<file path="config.mk">
export PLATFORM = sky130hd
export DESIGN_NAME = stack_unit
export DESIGN_NICKNAME = d
export VERILOG_FILES = /design/src/rtl/stack_unit.sv
export SDC_FILE = /design/constraint.sdc
export NUM_CORES = 1
export LEC_CHECK = 0
export CORE_UTILIZATION = 32
export CTS_BUF_LIST = sky130_fd_sc_hd__clkbuf_8 sky130_fd_sc_hd__clkbuf_16
export DETAILED_ROUTE_END_ITERATION = 6
export PLACE_DENSITY = 0.51
export SYNTH_ARGS = -nofsm -noshare
export SYNTH_HDL_FRONTEND = slang
export SYNTH_SLANG_ARGS = --single-unit
</file>
<file path="constraint.sdc">
create_clock -name clk -period 6.3 [get_ports clk]
set_input_delay 1.26 -clock clk [delete_from_list [all_inputs] [get_ports clk]]
set_output_delay 1.26 -clock clk [all_outputs]
set_load 0.1 [all_outputs]
</file>
<file path="src/rtl/stack_unit.sv">
// LIFO operand stack for the multicycle stack-machine datapath.
// Answers push/pop/tos/clr strobes with a registered top-of-stack and sticky error flags.

module stack_unit #(
  parameter  int unsigned DATA_WIDTH = 8,
  parameter  int unsigned DEPTH      = 8,
  localparam int unsigned PTR_WIDTH  = $clog2(DEPTH) + 1
) (
  input  logic                  clk,
  input  logic                  rst,
  input  logic                  push,
  input  logic                  pop,
  input  logic                  tos,
  input  logic                  clr,
  input  logic [DATA_WIDTH-1:0] din,
  output logic [DATA_WIDTH-1:0] dout,
  output logic [PTR_WIDTH-1:0]  count,
  output logic                  empty,
  output logic                  full,
  output logic                  overflow,
  output logic                  underflow
);

  localparam int unsigned ADDR_WIDTH = $clog2(DEPTH);

  if ((DEPTH < 2) || ((DEPTH & (DEPTH - 1)) != 0)) begin : g_depth_check
    $error("stack_unit: DEPTH must be a power of 2 and at least 2");
  end

  logic [DATA_WIDTH-1:0] r_mem [DEPTH];
  logic [PTR_WIDTH-1:0]  r_count;
  logic [DATA_WIDTH-1:0] r_dout;
  logic                  r_overflow;
  logic                  r_underflow;

  logic                  w_empty;
  logic                  w_full;
  logic [ADDR_WIDTH-1:0] w_top_idx;
  logic [ADDR_WIDTH-1:0] w_push_idx;
  logic [DATA_WIDTH-1:0] w_top;
  logic                  w_rd_req;

  logic [PTR_WIDTH-1:0]  w_count_nxt;
  logic [DATA_WIDTH-1:0] w_dout_nxt;
  logic                  w_overflow_nxt;
  logic                  w_underflow_nxt;
  logic                  w_we;
  logic [ADDR_WIDTH-1:0] w_wr_idx;

  // Occupancy decode and top-of-stack read (pre-edge contents, no din bypass).
  assign w_empty    = (r_count == '0);
  assign w_full     = (r_count == PTR_WIDTH'(DEPTH));
  assign w_top_idx  = ADDR_WIDTH'(r_count - PTR_WIDTH'(1));
  assign w_push_idx = ADDR_WIDTH'(r_count);
  assign w_top      = r_mem[w_top_idx];
  assign w_rd_req   = pop | tos;

  // Command decode: clr > replace > pop > push; tos only drives the read path.
  always_comb begin
    w_count_nxt     = r_count;
    w_dout_nxt      = r_dout;
    w_overflow_nxt  = r_overflow;
    w_underflow_nxt = r_underflow;
    w_we            = 1'b0;
    w_wr_idx        = w_push_idx;

    if (clr) begin
      w_count_nxt     = '0;
      w_overflow_nxt  = 1'b0;
      w_underflow_nxt = 1'b0;
    end else begin
      if (w_rd_req) begin
        if (w_empty) begin
          w_underflow_nxt = 1'b1;
        end else begin
          w_dout_nxt = w_top;
        end
      end

      if (push && pop && !w_empty) begin
        w_we     = 1'b1;
        w_wr_idx = w_top_idx;
      end else if (pop && !push) begin
        if (!w_empty) begin
          w_count_nxt = r_count - PTR_WIDTH'(1);
        end
      end else if (push) begin
        if (w_full) begin
          w_overflow_nxt = 1'b1;
        end else begin
          w_we        = 1'b1;
          w_count_nxt = r_count + PTR_WIDTH'(1);
        end
      end
    end
  end

  // Control state; storage below is left unreset since slots above count are never read.
  always_ff @(posedge clk or negedge rst) begin
    if (!rst) begin
      r_count     <= '0;
      r_dout      <= '0;
      r_overflow  <= 1'b0;
      r_underflow <= 1'b0;
    end else begin
      r_count     <= w_count_nxt;
      r_dout      <= w_dout_nxt;
      r_overflow  <= w_overflow_nxt;
      r_underflow <= w_underflow_nxt;
    end
  end

  always_ff @(posedge clk) begin
    if (w_we) begin
      r_mem[w_wr_idx] <= din;
    end
  end

  assign dout      = r_dout;
  assign count     = r_count;
  assign overflow  = r_overflow;
  assign underflow = r_underflow;
  assign empty     = w_empty;
  assign full      = w_full;

endmodule

</file>
==> insert_results.sql <==
INSERT INTO impl_metrics (metric_group, metric, value, unit) VALUES
('final_layout', 'layout-drive-gt1-share', '17.2', '%'),
('setup_path', 'endpoint_kind', 'output pin', ''),
('logic_synthesis', 'async_flop_share', '17.9', '%'),
('place', 'globalplace.congestion', '0.707', ''),
('global_route', 'grt_antenna_before_repair', '0', ''),
('global_route', 'globalRoute.totalOverflow', '0', ''),
('cts', 'cts_tree', 'yes', ''),
('timing', 'fin_crit', '4.32', 'ns'),
('logic_synthesis', 'synth_top_area_share', '57.5', '%'),
('timing', 'max_clock_freq', '231', 'MHz'),
('setup_path', 'path_max_fanout', '9', ''),
('die', 'chipWidth', '104', 'um'),
('status', 'outcome', 'finished clean', ''),
('logic_synthesis', 'postSynthCellCount', '204', ''),
('timing', 'timing.final.max_slew_violations', '0', ''),
('die', 'starting_density', '33.5', '%'),
('route', 'drtPass1Iterations', '4', ''),
('logic_synthesis', 'synth_edf_count', '64', ''),
('timing', 'fin_hold_ws', '0.506', 'ns'),
('logic_synthesis', 'yosysWarningCount', '0', ''),
('timing', 'max_slew_margin', '34.4', '%'),
('die', 'rows', '36', ''),
('final_layout', 'final_instance_area', '3970', 'um^2'),
('final_layout', 'multi_input_area', '970', 'um^2'),
('die', 'placeableCoreArea', '9950', 'um^2'),
('logic_synthesis', 'synth.avg_cell_area', '16.4', 'um^2'),
('die', 'dieHeight', '104', 'um'),
('place', 'place.detailed.hpwl', '4030', 'um'),
('final_layout', 'seq_area', '2270', 'um^2'),
('global_route', 'grt_max_degree', '26', ''),
('timing', 'worstMarginPinSlew', '0.981', 'ns'),
('setup_path', 'critical-path-top-delay-family', 'buffers and inverters', ''),
('cts', 'tritoncts_num_sinks', '78', ''),
('job', 'max_cap_violations', '0', ''),
('logic_synthesis', 'synth_sequential_area_ratio', '68.0', '%'),
('min_path', 'min_path_type', 'register to register', ''),
('cts', 'clock_insertion_delay_worst_skew', '0.35', 'ns'),
('logic_synthesis', 'postSynthRegisterBits', '78', ''),
('final_layout', 'nets', '249', ''),
('setup_path', 'worst-setup-path-type', 'register to output pin', ''),
('final_layout', 'area_growth', '18.7', '%'),
('power_and_ir_drop', 'power_density', '441', 'nW/um^2'),
('timing', 'rsz_0062_raised_after_global_routing', 'false', ''),
('setup_path', 'critical-path-slowest-cell', 'sky130_fd_sc_hd__clkdlybuf4s50_1', ''),
('global_route', 'grt_first_pass_wirelength', '10200', 'um'),
('die', 'number_of_top_level_pins', '30', ''),
('final_layout', 'num-fill-cells', '910', ''),
('cts', 'cts_hold_repair.buffers', '0', ''),
('setup_path', 'critPathLaunchType', 'register', ''),
('power_and_ir_drop', 'peakVddDrop', '0.000231', 'V'),
('timing', 'final.setup_skew', '0.0150', 'ns'),
('die', 'die_area', '10800', 'um^2'),
('logic_synthesis', 'post_synth_num_cell_types', '38', ''),
('place', 'port_buffers', '29', ''),
('global_route', 'grt_util_all_layers', '12.8', '%'),
('setup_path', 'cp_cell_sequence', 'inv_1 > ha_1 > or3b_4 > inv_2 > clkdlybuf4s50_1', ''),
('place', 'placedInstanceArea', '3720', 'um^2'),
('route', 'number_of_remaining_drc_errors', '0', ''),
('power_and_ir_drop', 'power.leakage', '0.00134', 'uW'),
('final_layout', 'antennaDiodeCount', '0', ''),
('setup_path', 'worst-endpoint-required', '5.04', 'ns'),
('logic_synthesis', 'synthDominantAreaCellType', 'sky130_fd_sc_hd__edfxtp_1', ''),
('route', 'number_of_violations_reported_at_the_end_of_detailed_routing_iteration_0', '79', ''),
('power_and_ir_drop', 'total_power', '1750', 'uW'),
('cts', 'clkSlewWorstSetupHoldPaths', '0.09', 'ns'),
('route', 'totalWireLength', '6340', 'um'),
('timing', 'setup-violations-final', '0', ''),
('route', 'detailroute.via_count', '1797', ''),
('logic_synthesis', 'ys_dominant_reg_cell', 'sky130_fd_sc_hd__edfxtp_1', ''),
('logic_synthesis', 'post_synth_instance_area', '3340', 'um^2'),
('setup_path', 'stage_delay_of_the_slowest_cell_on_the_critical_path', '1.14', 'ns');
-- state kept, by name (all words and copies together) (netlist names) --
name and cells:
dout 8, r_mem 64, overflow 1, underflow 1, count 4
-- synth_stat cells, drive strengths merged (2+ instances only) --
master / instances
a211oi: 2
a21oi: 18
and3: 3
buf: 12
dfrtp: 14
edfxtp: 64
ha: 2
inv: 4
mux2i: 11
mux4: 16
nand2: 4
nand3: 2
nor2: 24
nor2b: 4
nor3: 3
o21ai: 3
o31ai: 2
xor2: 3
-- logic make-up after synthesis --
family	share of synthesized area (%)
DFF	68.0
muxes	14.1
and+or+nand+nor	7.83
buffers and inverters	2.92
adders and majority gates	0.749
AOI/OAI and AO/OA	5.36
xor gates and xnor gates	1.01
-- final timing paths --
check                                      from               endpoint  slack (ns)  depth (start not counted)
setup / recovery           count[1]$_DFFE_PN0P_                  empty        1.98                          5
hold / removal             overflow$_DFFE_PN0P_   overflow$_DFFE_PN0P_        0.51                          2
setup reg to reg           count[1]$_DFFE_PN0P_  r_mem[1][1]$_DFFE_PP_        3.36                          5
hold reg to reg            overflow$_DFFE_PN0P_   overflow$_DFFE_PN0P_        0.51                          2
max in group asynchronous                   rst    dout[6]$_DFFE_PN0P_        4.52                          1
min in group asynchronous                   rst   overflow$_DFFE_PN0P_        1.32                          1
-- power by group --
group	internal, uW	leakage, uW	switching (uW)	total (uW)
clock network	265	0.000121	191	455
registers	606	0.000746	23.9	630
logic	205	0.000474	456	661
total	1080	0.00134	671	1750
-- worst reg2reg max path: cells and delay by family (launching register included) --
kind | cells | cell delay [ns]
adder cells (fa/ha/maj) | 1 | 0.90
flip-flops | 1 | 0.43
buffers and inverters | 1 | 0.11
multiplexers | 1 | 0.10
AND/OR/NAND/NOR | 2 | 1.02
-- area by class of cell --
cell class              instances  share of cell area [%]
flip-flops and latches         78                    57.3
clock inverters                 7                    3.03
multi-input cells             110                    24.5
inverters                       4                   0.379
repair buffers                 30                    7.51
well taps                     133                    4.20
clock buffers                   9                    3.12
-- cells in the final DEF (no fill, tap or decap), types with 2 or more instances in the layout --
| cell type | Yosys | routed |
|---|---|---|
| sky130_fd_sc_hd__a211oi_1 | 2 | 2 |
| sky130_fd_sc_hd__a21oi_1 | 18 | 18 |
| sky130_fd_sc_hd__bufinv_16 | 0 | 3 |
| sky130_fd_sc_hd__clkbuf_8 | 0 | 9 |
| sky130_fd_sc_hd__clkdlybuf4s50_1 | 0 | 29 |
| sky130_fd_sc_hd__clkinv_4 | 0 | 2 |
| sky130_fd_sc_hd__dfrtp_1 | 14 | 14 |
| sky130_fd_sc_hd__edfxtp_1 | 64 | 64 |
| sky130_fd_sc_hd__ha_1 | 2 | 2 |
| sky130_fd_sc_hd__inv_1 | 3 | 3 |
| sky130_fd_sc_hd__mux2i_1 | 11 | 11 |
| sky130_fd_sc_hd__mux4_2 | 16 | 16 |
| sky130_fd_sc_hd__nand2_1 | 4 | 4 |
| sky130_fd_sc_hd__nand3_1 | 2 | 2 |
| sky130_fd_sc_hd__nor2_1 | 24 | 24 |
| sky130_fd_sc_hd__nor2b_1 | 4 | 4 |
| sky130_fd_sc_hd__nor3_1 | 2 | 2 |
| sky130_fd_sc_hd__o21ai_0 | 3 | 3 |
| sky130_fd_sc_hd__o31ai_1 | 2 | 2 |
| sky130_fd_sc_hd__xor2_1 | 2 | 2 |
-- routing by layer --
metal | track usage, % | share of wire [%] | up-vias
met5 | 0 | 0 | -
met2 | 20.8 | 50 | 37
met3 | 2.94 | 3.1 | 8
met4 | 6.33 | 1.6 | 0
li1 | - | - | 842
met1 | 16.1 | 45 | 910
-- per-stage QoR --
stage,cells,setup slack [ns],util (%)
after floorplan,204,2.05,-
after global placement,355,2.40,37.4
after detailed placement,355,2.36,37.4
after CTS,371,1.97,39.8
after global routing,371,1.88,39.8
final,371,1.98,39.8
Power figures use the tool's default switching activity.
